==> src/rtl/pulsos_pkg.sv <==
// pulsos_pkg
//   Shared definitions for the pulse generator and the pulse detector benches:
//   FSM state encoding and default counter widths.
package pulsos_pkg;

    localparam int unsigned DEF_CNT_W = 4;
    localparam int unsigned DEF_GAP_W = 4;

    typedef enum logic [1:0] {
        IDLE,
        PULSE,
        GAP,
        DONE
    } state_t;

endpackage

==> src/rtl/gerador_de_pulsos_contador.sv <==
// contador_descendente
//   Loadable down-counter that saturates at zero.
//   Ports:
//     clk, reset  - clock and synchronous active-high reset (clears count)
//     load_i      - load value_i into the counter (has priority over dec_i)
//     value_i     - load value
//     dec_i       - decrement by one, holding at zero
//     count_o     - current count
//     zero_o      - count is zero
module contador_descendente #(
    parameter int unsigned W = 4
) (
    input  logic         clk,
    input  logic         reset,
    input  logic         load_i,
    input  logic [W-1:0] value_i,
    input  logic         dec_i,
    output logic [W-1:0] count_o,
    output logic         zero_o
);

    logic [W-1:0] count_q;

    always_ff @(posedge clk) begin
        if (reset) begin
            count_q <= '0;
        end else if (load_i) begin
            count_q <= value_i;
        end else if (dec_i && (count_q != '0)) begin
            count_q <= count_q - W'(1);
        end
    end

    assign count_o = count_q;
    assign zero_o  = (count_q == '0);

endmodule

==> src/rtl/gerador_de_pulsos.sv <==
// gerador_de_pulsos
//   Generates reproducible single-cycle pulse trains on a and b. A command
//   sets the pulse count per line and the idle gap between pulse slots;
//   both lines pulse together slot by slot until both counts run out.
//   Ports:
//     clk, reset  - clock and synchronous active-high reset
//     start       - command request, taken only while ready
//     n_a, n_b    - pulses to emit on a / b
//     gap         - low cycles between slots (0 behaves as 1)
//     ready       - idle; a start on this edge is accepted
//     busy        - command in progress
//     a, b        - registered pulse outputs
//     done        - registered one-cycle completion strobe
module gerador_de_pulsos
    import pulsos_pkg::*;
#(
    parameter int unsigned CNT_W = DEF_CNT_W,
    parameter int unsigned GAP_W = DEF_GAP_W
) (
    input  logic             clk,
    input  logic             reset,
    input  logic             start,
    input  logic [CNT_W-1:0] n_a,
    input  logic [CNT_W-1:0] n_b,
    input  logic [GAP_W-1:0] gap,
    output logic             ready,
    output logic             busy,
    output logic             a,
    output logic             b,
    output logic             done
);

    state_t state_q, state_d;

    logic [GAP_W-1:0] g_q;
    logic             a_q, a_d;
    logic             b_q, b_d;
    logic             done_q, done_d;

    logic             accept;
    logic [CNT_W-1:0] cnt_a, cnt_b;
    logic             zero_a, zero_b;
    logic [GAP_W-1:0] cnt_gap;
    logic             zero_gap;

    assign accept = (state_q == IDLE) && start;

    contador_descendente #(.W(CNT_W)) u_cnt_a (
        .clk     (clk),
        .reset   (reset),
        .load_i  (accept),
        .value_i (n_a),
        .dec_i   (state_q == PULSE),
        .count_o (cnt_a),
        .zero_o  (zero_a)
    );

    contador_descendente #(.W(CNT_W)) u_cnt_b (
        .clk     (clk),
        .reset   (reset),
        .load_i  (accept),
        .value_i (n_b),
        .dec_i   (state_q == PULSE),
        .count_o (cnt_b),
        .zero_o  (zero_b)
    );

    // Loaded with g-1 during each pulse so GAP lasts exactly g cycles.
    contador_descendente #(.W(GAP_W)) u_cnt_gap (
        .clk     (clk),
        .reset   (reset),
        .load_i  (state_q == PULSE),
        .value_i (g_q - GAP_W'(1)),
        .dec_i   (state_q == GAP),
        .count_o (cnt_gap),
        .zero_o  (zero_gap)
    );

    always_comb begin
        state_d = state_q;
        case (state_q)
            IDLE: begin
                if (start) begin
                    state_d = ((n_a == '0) && (n_b == '0)) ? DONE : PULSE;
                end
            end
            PULSE: begin
                // Counts reach zero after this slot's decrement.
                if ((cnt_a <= CNT_W'(1)) && (cnt_b <= CNT_W'(1))) begin
                    state_d = DONE;
                end else begin
                    state_d = GAP;
                end
            end
            GAP: begin
                if (zero_gap) begin
                    state_d = PULSE;
                end
            end
            DONE: begin
                state_d = IDLE;
            end
            default: begin
                state_d = IDLE;
            end
        endcase
    end

    // Outputs are registered from the next state. PULSE is only ever entered
    // from IDLE (counts arrive on the inputs this edge) or from GAP (counts
    // already in the counters and unchanged), never from PULSE itself.
    always_comb begin
        a_d    = 1'b0;
        b_d    = 1'b0;
        done_d = (state_d == DONE);
        if (state_d == PULSE) begin
            if (state_q == IDLE) begin
                a_d = (n_a != '0);
                b_d = (n_b != '0);
            end else begin
                a_d = !zero_a;
                b_d = !zero_b;
            end
        end
    end

    always_ff @(posedge clk) begin
        if (reset) begin
            state_q <= IDLE;
            g_q     <= GAP_W'(1);
            a_q     <= 1'b0;
            b_q     <= 1'b0;
            done_q  <= 1'b0;
        end else begin
            state_q <= state_d;
            a_q     <= a_d;
            b_q     <= b_d;
            done_q  <= done_d;
            if (accept) begin
                g_q <= (gap == '0) ? GAP_W'(1) : gap;
            end
        end
    end

    assign ready = (state_q == IDLE);
    assign busy  = (state_q != IDLE);
    assign a     = a_q;
    assign b     = b_q;
    assign done  = done_q;

endmodule

==> config.mk <==
export PLATFORM = sky130hd
export DESIGN_NAME = gerador_de_pulsos
export DESIGN_NICKNAME = d
export VERILOG_FILES = /design/src/rtl/pulsos_pkg.sv /design/src/rtl/gerador_de_pulsos_contador.sv /design/src/rtl/gerador_de_pulsos.sv
export SDC_FILE = /design/constraint.sdc
export NUM_CORES = 1
export LEC_CHECK = 0
export BUFFER_PORTS_ARGS = -buffer_cell sky130_fd_sc_hd__buf_2
export CORE_AREA = 4 4 67 69
export CTS_CLUSTER_DIAMETER = 40
export CTS_CLUSTER_SIZE = 25
export DETAILED_ROUTE_END_ITERATION = 8
export DIE_AREA = 0 0 71 73
export PLACE_DENSITY = 0.51
export RECOVER_POWER = 100
export SETUP_SLACK_MARGIN = 0.02
export SYNTH_ARGS = -nofsm -noshare
export SYNTH_HDL_FRONTEND = slang
export SYNTH_SLANG_ARGS = --single-unit
==> constraint.sdc <==
create_clock -name clk -period 2.2 [get_ports clk]
set_input_delay 0.33 -clock clk [delete_from_list [all_inputs] [get_ports clk]]
set_output_delay 0.33 -clock clk [all_outputs]
set_load 0.005 [all_outputs]
**After elaboration in Yosys (flattened, before gate mapping)**

Index checks and enable logic that the tools add are counted.

- Reductions and logical operators: 25
- Eq/ne operators: 5
- Bitwise operators: 1
- $add $sub $neg: 4
- Multiplexer cells: 14
- $lt $le $gt $ge: 2

Operators by type and width:

| kind | number |
|---|---|
| 4-bit 2-to-1 mux | 7 |
| 4-bit logical NOT | 6 |
| 4-bit nonzero test | 5 |
| 4-bit by 1-bit subtractor with 4-bit output (second input constant) | 4 |
| 4-bit by 1-bit less-or-equal comparator with 1-bit output (second input constant) | 2 |
| 2-bit one-hot mux with 4 select lines | 1 |
| 2-bit nonzero test | 4 |
| 2-bit equality test (second input constant) | 3 |
| 1-bit logical AND | 6 |
| 2-bit 2-to-1 mux | 3 |
| 2-bit by 1-bit equality test with 1-bit output (second input constant) | 2 |
| 1-bit 2-to-1 mux | 3 |
| 1-bit logical NOT | 2 |
| 2-bit logical NOT | 1 |
| 2-bit OR reduction | 1 |
| 1-bit NOT | 1 |

- Bits of input ports: 15
- Register bits: 21
- Logic and storage cells: 59
- Output and inout bits: 5

**Longest topological paths before layout**

- Word-level depth: 8
- Gate-level depth with buffers: 8
- Depth with buffers taken out: 7

**Cells and area by module**

From an unflattened synthesis, not the netlist that was laid out.

- Cell total of the unflattened synthesis: 147
- Area total of the unflattened synthesis: 1,310.0 µm²

By module, submodules not included:

| module | cells each | times used | sequential area each (µm²) | area each (µm²) |
|---|---|---|---|---|
| contador_descendente | 29 | 3 | 80.1 | 262.8 |
| gerador_de_pulsos | 60 | 1 | 180.2 | 521.8 |

**Least setup slack after synthesis**

Ideal clock, no wire load.

- Path type: reg2reg
- Start point: reg state_q[1]
- End point: reg u_cnt_gap.count_q[2], in the netlist u_cnt_gap.count_o[2]
- Arrival time: 1,922 ps
- Setup time: 140 ps
- Buffers on the path: 2
- Cell stages (with the launch flop): 9
- Setup slack: 138 ps
- Data required time: 2,060 ps
- Clock period less this slack: 2,062 ps
- Cells stage by stage: dfxtp_1 -> clkbuf_1 -> nor2b_1 -> clkbuf_1 -> mux2i_1 -> ha_1 -> nand2_1 -> a222oi_1 -> a211oi_1

- Longest elaborated chain between the ends: 3
- Elaborated cells on any way between the ends: 5
- Classes of those cells: eq/ne: 2; mux: 1; reduce/logical: 2

RTL lines:

| element | line | text |
|---|---|---|
| start, declared | gerador_de_pulsos.sv:33 | `state_t state_q, state_d;` |
| start signal, assigned | gerador_de_pulsos.sv:135 | `state_q <= state_d;` |
| 2-bit equality test | gerador_de_pulsos.sv:74 | `.dec_i (state_q == GAP),` |
| 1-bit logical AND | gerador_de_pulsos_contador.sv:29 | `end else if (dec_i && (count_q != '0)) begin` |
| 2-bit nonzero test (no source line) | -- |  |
| end signal, assigned | gerador_de_pulsos_contador.sv:28 | `count_q <= value_i;` |
| end signal, assigned | gerador_de_pulsos_contador.sv:30 | `count_q <= count_q - W'(1);` |
| end, declared | gerador_de_pulsos_contador.sv:22 | `logic [W-1:0] count_q;` |

Parallel ways exist; a longest one is shown, timed or not.
A chain may end at the register's enable or synchronous reset.

**Worst setup path in the final report**

- Start point: reg state_q[0]
- End point: reg u_cnt_gap.count_q[2], in the netlist u_cnt_gap.count_o[2]

Same word-level chain as after synthesis.

==> summary.md <==
| Metric | Value |
|---|---|
| CTS Buf Count | 3 |
| Hold_buf cts | 0 |
| Syn_nets | 158 |
| Initial drt markers | 50 |
| Pwr dens | 1220 mW/mm^2 |
| Buffers on Ports | 19 |
| Vias in the first global route | 990 |
| Final Hold Fails | 0 |
| Netlist cell types | 38 |
| Dpl ws | 0.264 ns |
| Std-Cell Core Area | 0.00391 sq mm |
| Vias per cell | 5.10 |
| Ys async rst share | 0% |
| CP peak stage delay | 0.48 ns |
| CP max FO | 9 |
| Post-CTS Resized | 0 |
| Final ANT Viol Nets | 0 |
| Mean Syn Cell Area | 8.39 sq um |
| Top-area cell type share of the netlist area | 36.8% |
| CTS Buffer Depth | 2 |
| Cells after Synth | 136 |
| Worst hold slack | 0.318 ns |
| Post-DP HPWL | 2080 microns |
| Largest net degree at the start of global routing | 21 |
| First-pass GRT wire length | 4610 microns |
| Cells along the critical path | nor2b_1 > mux2i_1 > ha_1 > nand2_1 > a222oi_1 > a211oi_1 |
| Wire length on met1 | 1430 microns |
| Final Cycle Share | 89.2% |
| Post-synth top flop | dfxtp_1 |
| CP required | 2.33 ns |
| Status | complete, no violations |
| Hold WC Path Type | primary input to register |
| Antenna violations before repair | 0 |
| Met2 WL | 1230 microns |
| Latest clock arrival within the worst-skew pair | 0.26 ns |
| Max-slew violation count | 0 |
| First-pass detailed-route iteration total | 4 |
| Die Span X | 71 microns |
| Layout area overhead | 17.4% |
| Synthesized flop and latch total | 21 |
| Post-Synthesis Cell Area | 0.00114 sq mm |
| Layout cells sized above 1 | 15.9% |
| Setup tns final | 0 ns |
| RSZ-0062 raised after global routing | no |
| Total GRT Usage | 11.2% |
| CP startpoint kind | register |
| Setup crit end kind | register |
| Row count | 23 |
| Starting Density | 29.2% |
| Synth warn | 0 |
| Synth top cells by count | dfxtp_1 (21), nand2_1 (13), a21oi_1 (10) |
| Final setup violation count | 0 |
| Clock root cell | clkbuf_8 |
| Max cap viols | 0 |
| DRC | 0 |
| Peak Freq | 509 MHz |
| Routed wl met3 | 123 microns |
| Via count | 1055 |
| Clk_skew | 0.00184 ns |
| Die area | 0.00518 sq mm |
| Post-synth EDFFs | 0 |
| ANT cells | 0 |
| Routability cong. | 0.838 |
| CP arrival | 2.09 ns |
| Final WS setup | 0.237 ns |
| Worst path slowest cell | dfxtp_1 |
| Area leader, netlist | dfxtp_1 |
| Post CTS Setup Buffer Count | 0 |
| Sequential area share after synthesis | 36.8% |
| Max IR drop VDD | 368 uV |
| GR Overflow Total | 0 |
| Synth top area cells | dfxtp_1 (37%), ha_1 (7.7%), a21oi_1 (4.4%) |
| Top Metal Used | met4 |
| Htree depth | 1 |
| Tmin final | 1.96 ns |
| WS Path Type | register to register |
| Wire per inst | 13.6 microns |
| Leakage power | 0.519 nW |
| Clock slew at reported path FFs | 0.08 ns |
| Clock Sinks | 21 |
| CTS tree | built |
| IO Count | 20 |
| Rel. slew slack | 67.1% |
| Most common cell in the netlist | dfxtp_1 |
| Final WL | 2810 microns |
| Die Ht | 73 microns |
| Nets | 180 |
| Worst Max-Slew Pin Slew | 0.490 ns |
## layout by cell type, fill, tap and decap left out, types with 2 or more instances in the layout
| cell | count |
|---|---|
| a32oi_1 | 3 |
| a31oi_1 | 4 |
| ha_1 | 7 |
| buf_2 | 16 |
| nand2b_1 | 4 |
| clkbuf_1 | 7 |
| nor4_1 | 5 |
| o21ai_0 | 2 |
| nor2b_1 | 3 |
| nand2_1 | 13 |
| inv_1 | 6 |
| dfxtp_1 | 21 |
| nor2_1 | 7 |
| nor3b_1 | 3 |
| mux2i_1 | 3 |
| a21oi_1 | 10 |
| nor3_1 | 7 |
| o21bai_1 | 2 |
| a221oi_1 | 3 |
| or4_1 | 3 |
| or3_1 | 4 |
| buf_4 | 2 |
| nand3_1 | 3 |
| clkbuf_8 | 3 |
## path summary, 6_finish.rpt
kind              startpoint              endpoint  slack [ns]  cells after the start
setup / recovery  state_q[0]  u_cnt_gap.count_o[2]        0.24                      6
hold / removal        gap[1]                g_q[1]        0.32                      3
setup reg to reg  state_q[0]  u_cnt_gap.count_o[2]        0.24                      6
hold reg to reg       g_q[1]                g_q[1]        0.48                      2
## cells by family (layout without fill, tap and decap cells)
logic type	Yosys count	after routing	share of synthesized area, %
simple gates	59	59	28.4
flops	21	21	36.8
fa+ha+maj	7	7	7.68
compound gates	31	31	18.6
mux	3	3	2.63
xor+xnor	2	2	1.54
buf+inv	13	34	4.28
## state kept, by name (all words and copies together), names as in the netlist
| register | cells |
|---|---|
| g_q | 4 |
| u_cnt_a.count_o | 4 |
| u_cnt_b.count_o | 4 |
| u_cnt_gap.count_o | 4 |
| state_q | 2 |
| a | 1 |
| b | 1 |
| done | 1 |
## worst max-delay path, delay by kind of cell, from the launching register on
kind | cells | cell delay [ns]
muxes | 1 | 0.27
and+or+nand+nor | 2 | 0.43
AOI/OAI and AO/OA | 2 | 0.41
adders and majority gates | 1 | 0.24
DFF | 1 | 0.48
## layer usage
layer  vias up  GRT usage, %
li1        546             -
met1       485          15.3
met2        20          17.4
met3         4          2.34
met4         0          4.38
met5         -             0
## power breakdown
part / leakage [nW] / internal, W / total (W) / switching (W)
Clock: 0.0228 / 0.000129 / 0.000259 / 0.000130
Sequential: 0.172 / 0.000488 / 0.000600 / 0.000112
Combinational: 0.324 / 0.000356 / 0.000776 / 0.000420
Total: 0.519 / 0.000974 / 0.00164 / 0.000662
## cell type report
| class | instances | area, sq um |
|---|---|---|
| Fill cell | 450 | 2570 |
| Multi-Input combinational cell | 102 | 672 |
| Timing Repair Buffer | 24 | 118 |
| Tap cell | 50 | 62.6 |
| Inverter | 6 | 22.5 |
| Sequential cell | 21 | 420 |
| Clock buffer | 4 | 45.0 |
## stage by stage
stage                     instance area [sq um]  util [%]  total power, W  cells
after floorplan                            1140         -         0.00116    136
after global placement                     1310      33.5         0.00139    203
after detailed placement                   1310      33.5         0.00141    203
after CTS                                  1360      34.6         0.00168    207
after global routing                       1340      34.2         0.00178    207
final                                      1340      34.2         0.00164    207
Power figures use the tool's default switching activity.
